==> config.mk <==
export PLATFORM = sky130hd
export DESIGN_NAME = pa_spsram_45b_acc_ctrl
export DESIGN_NICKNAME = d
export VERILOG_FILES = /design/src/rtl/pa_spsram_45b_acc_ctrl.sv
export SDC_FILE = /design/constraint.sdc
export NUM_CORES = 1
export LEC_CHECK = 0
export CAP_MARGIN = 20
export CORE_AREA = 4 4 111 113
export DETAILED_ROUTE_END_ITERATION = 8
export DIE_AREA = 0 0 115 117
export PLACE_DENSITY = 0.81
export RECOVER_POWER = 25
export REMOVE_ABC_BUFFERS = 1
export SLEW_MARGIN = 0
export SYNTH_ARGS = -nofsm -noshare
export SYNTH_HDL_FRONTEND = slang
export SYNTH_SLANG_ARGS = --single-unit
==> constraint.sdc <==
create_clock -name forever_cpuclk -period 3.5 [get_ports forever_cpuclk]
set_input_delay 0.525 -clock forever_cpuclk [delete_from_list [all_inputs] [get_ports forever_cpuclk]]
set_output_delay 0.525 -clock forever_cpuclk [all_outputs]
set_load 0.01 [all_outputs]
==> src/rtl/pa_spsram_45b_acc_ctrl.sv <==
// rtl/pa_spsram_45b_acc_ctrl.sv - requester-side access controller for the 64x45 single-port SRAM
// Owns all SRAM pins: clears the array after reset or on request, then serves masked writes and reads.
module pa_spsram_45b_acc_ctrl #(
    parameter int ADDR_WIDTH = 6,
    parameter int DATA_WIDTH = 45
) (
    input  logic                  forever_cpuclk,
    input  logic                  cpurst_b,
    input  logic                  init_req,
    output logic                  init_busy,
    input  logic                  req_vld,
    output logic                  req_rdy,
    input  logic                  req_wr,
    input  logic [ADDR_WIDTH-1:0] req_addr,
    input  logic [DATA_WIDTH-1:0] req_wdata,
    input  logic [DATA_WIDTH-1:0] req_wmask,
    output logic                  rdata_vld,
    output logic [DATA_WIDTH-1:0] rdata,
    output logic [ADDR_WIDTH-1:0] sram_a,
    output logic                  sram_cen,
    output logic                  sram_gwen,
    output logic [DATA_WIDTH-1:0] sram_wen,
    output logic [DATA_WIDTH-1:0] sram_d,
    input  logic [DATA_WIDTH-1:0] sram_q
);

    localparam logic [ADDR_WIDTH-1:0] LAST_ENTRY = '1;

    typedef enum logic [1:0] {
        ST_RST  = 2'd0,
        ST_INIT = 2'd1,
        ST_RUN  = 2'd2
    } state_t;

    state_t                  state;
    logic [ADDR_WIDTH-1:0]   clr_cnt;
    logic                    rd_pend;
    logic [DATA_WIDTH-1:0]   rdata_hold;
    logic                    accept;

    // init_req only matters in RUN; a clear in progress always runs to the last entry
    always_ff @(posedge forever_cpuclk or negedge cpurst_b) begin
        if (!cpurst_b) begin
            state   <= ST_RST;
            clr_cnt <= '0;
        end else begin
            case (state)
                ST_RST: begin
                    state   <= ST_INIT;
                    clr_cnt <= '0;
                end
                ST_INIT: begin
                    if (clr_cnt == LAST_ENTRY) begin
                        state <= ST_RUN;
                    end else begin
                        clr_cnt <= clr_cnt + ADDR_WIDTH'(1);
                    end
                end
                ST_RUN: begin
                    if (init_req) begin
                        state   <= ST_INIT;
                        clr_cnt <= '0;
                    end
                end
                default: begin
                    state   <= ST_RST;
                    clr_cnt <= '0;
                end
            endcase
        end
    end

    assign req_rdy   = (state == ST_RUN) && !init_req;
    assign accept    = req_vld && req_rdy;
    assign init_busy = (state != ST_RUN);

    always_comb begin
        sram_cen  = 1'b1;
        sram_gwen = 1'b1;
        sram_wen  = '1;
        sram_a    = '0;
        sram_d    = '0;
        if (state == ST_INIT) begin
            sram_cen  = 1'b0;
            sram_gwen = 1'b0;
            sram_wen  = '0;
            sram_a    = clr_cnt;
        end else if (accept) begin
            sram_cen = 1'b0;
            sram_a   = req_addr;
            sram_d   = req_wdata;
            if (req_wr) begin
                sram_gwen = 1'b0;
                sram_wen  = ~req_wmask;
            end
        end
    end

    // Read data arrives one cycle after accept; the hold copy serves late samplers
    always_ff @(posedge forever_cpuclk or negedge cpurst_b) begin
        if (!cpurst_b) begin
            rd_pend    <= 1'b0;
            rdata_hold <= '0;
        end else begin
            rd_pend <= accept && !req_wr;
            if (rd_pend) begin
                rdata_hold <= sram_q;
            end
        end
    end

    assign rdata_vld = rd_pend;
    assign rdata     = rd_pend ? sram_q : rdata_hold;

endmodule

==> metrics <==
status completed; final WL ~12000 um; clock tree root buffer cell clkbuf_16; ratio of final minimum period to clock period 87.2%; leading area contributor after synthesis dfrtp_1; syn_area_per_cell 11.6 um2; power per standard cell area 221 nW/um2; CP peak stage delay 0.54 ns; layout cells sized above 1 between 15 and 20%; number of I/O pins 292; Post-CTS Setup Bufs 0; Syn Inst Count 257; crit path max fanout 46; Clock Latency Late Sink approximately 0.28 ns; Seq cells post-synth between 50 and 60; Top cell by count, worst path clkdlybuf4s50_1; r2r setup slk ~1.9 ns; post-CTS sizing 0; Starting Density 26.3%; Slew @ Worst Pin 1.12 ns; # port buffers 291; Post-synth EDFFs 0; final core utilization 54.0%; Setup CP Type in -> out; Synth warnings 0; CTS Buffer Depth 2; CTS Hold Bufs 0; CP top delay family buffers and inverters; CP cell instances clkdlybuf4s50_1, and4bb_1, a21o_4, o21ai_1, clkdlybuf4s50_1; count of final setup violators 0; Buffers & Inverters on Critical Path 2; LEAKAGE around 2.6 nW; TritonCTS clock tree built; DR WL/cell 17.4 um; initial antenna violation count 0; n_diodes 0; RSZ-0062 raised after global routing no; Fin. Hold Viols 0; via count 3048; clk slew on worst S/H paths 0.07 ns; CP startpoint kind input pin; aggregate global-route resource usage 16.6%; setup ws final 0.448 ns; fin crit period 3.05 ns; DIE HEIGHT 117 um; DRT iter0 DRCs 133; Slew Viols, Final 0; CP required approximately 3 ns; Vias/cell 4.50; Synth cell types 34; drt pass-1 iters 4; GP Congestion 0.838; core box area 11300 um2; sequential fraction of the synthesis area 45.4%; total CTS buffers 5; CP Capture Type primary output; Horiz. Die Dim roughly 120 um; ys flop type dfrtp_1; Final ANT Viol Nets 0; area grow syn2layout 105%; Layout Nets 681; CTS H-Tree Depth 2; post-DP HPWL 9690 um; CTS sink cnt 54; f_max 328 MHz; mapped cell area 2980 um2; Worst EP arrival 2.53 ns; Max Clock Skew 0.00448 ns; die area 13500 um2; Post-synth top cells dfrtp_1, and2_1, mux2_2; Area contributors post-synth dfrtp_1, mux2_2, o21ai_2; top-area cell type share of the netlist area a little under half; worst vdd ir 0.318 mV; HP Class in -> async; via count of the first global-routing pass 3192; first-pass GRT wire length 17600 um; DP Worst Slack 0.445 ns; largest net degree at the start of global routing 61; most common cell in the netlist dfrtp_1; residual DRC count 0; critical path's slowest cell a21o_4; final setup TNS 0 ns; total of max-cap violations 0; ys async rst share 100%; gr ovfl total 0; row count 39; Slew headroom 25.7%
registers in the layout, summed over array words and instances (netlist names):
| name | cells |
|---|---|
| clr_cnt | 6 |
| rdata_hold | 45 |
| rdata_vld | 1 |
| state | 2 |
routing by layer:
| layer | vias up | GRT usage, % | wire, um |
|---|---|---|---|
| met2 | 133 | 29.9 | 6290 |
| li1 | 1452 | - | - |
| met1 | 1451 | 19.6 | 4410 |
| met3 | 12 | 5.14 | 913 |
| met4 | 0 | 2.97 | 165 |
| met5 | - | 0 | 0 |
kinds of logic after synthesis:
family	Yosys count	synth area share, %
adder cells (fa/ha/maj)	1	0.420
multiplexers	45	17.0
buffers and inverters	27	5.26
AND/OR/NAND/NOR	61	12.8
flip-flops	54	45.4
AO/OA/AOI/OAI	69	19.0
cells in the final DEF, fill, tap and decap left out:
master           count
mux2_2              45
dfrtp_1             53
buf_12               1
a211oi_2             1
clkbuf_1             4
a41oi_1              2
and4bb_1             1
a21oi_1              6
o31ai_1              2
inv_2                1
clkinvlp_4           1
nand2_1              1
o21ai_2             39
nand3_1              3
nand4_1              1
o21ai_0              2
or2b_1               1
a21o_4               1
buf_4                1
clkbuf_16            5
inv_1                1
a32o_1               1
nor2b_1              2
ha_1                 1
and2b_1              1
nand2b_1             1
a22o_1               7
o21bai_1             1
o2111a_1             1
bufinv_16            1
and3_1               2
nor2_1               2
o21ai_1              6
and2_1              45
dfrtp_2              1
clkdlybuf4s50_1    290
or3b_1               1
final cells by class:
type / instances / area, um2
fillers: 1030 / 5210
multi-input cells: 176 / 1460
flip-flops and latches: 54 / 1350
inverters: 2 / 7.51
well taps: 143 / 179
repair buffers: 295 / 2940
clock inverters: 2 / 37.5
clock buffers: 6 / 129
metrics by stage:
step                      hold slack [ns]  instances  instance area, um2  total power [mW]
after floorplan                     0.229        232                2830             0.637
after global placement              0.480        670                5960             0.815
after detailed placement            0.484        670                5960             0.817
after CTS                           0.199        678                6120              1.37
after global routing                0.510        678                6110              1.41
final                               0.428        678                6110              1.35
worst paths after layout:
path | start | end | depth (start not counted)
max | init_req | sram_wen[3] | 5
min | cpurst_b | rdata_hold[13] | 1
max reg2reg | rdata_vld | rdata_hold[12] | 1
min reg2reg | rdata_hold[20] | rdata_hold[20] | 1
max in group asynchronous | cpurst_b | rdata_hold[44] | 2
min in group forever_cpuclk | rdata_hold[20] | rdata_hold[20] | 1
power by group:
group | total (mW) | switching, mW | internal, mW
clock network | 0.550 | 0.212 | 0.338
logic | 0.179 | 0.0382 | 0.140
registers | 0.624 | 0 | 0.624
total | 1.35 | 0.250 | 1.10
(Power assumes the default switching activity.)
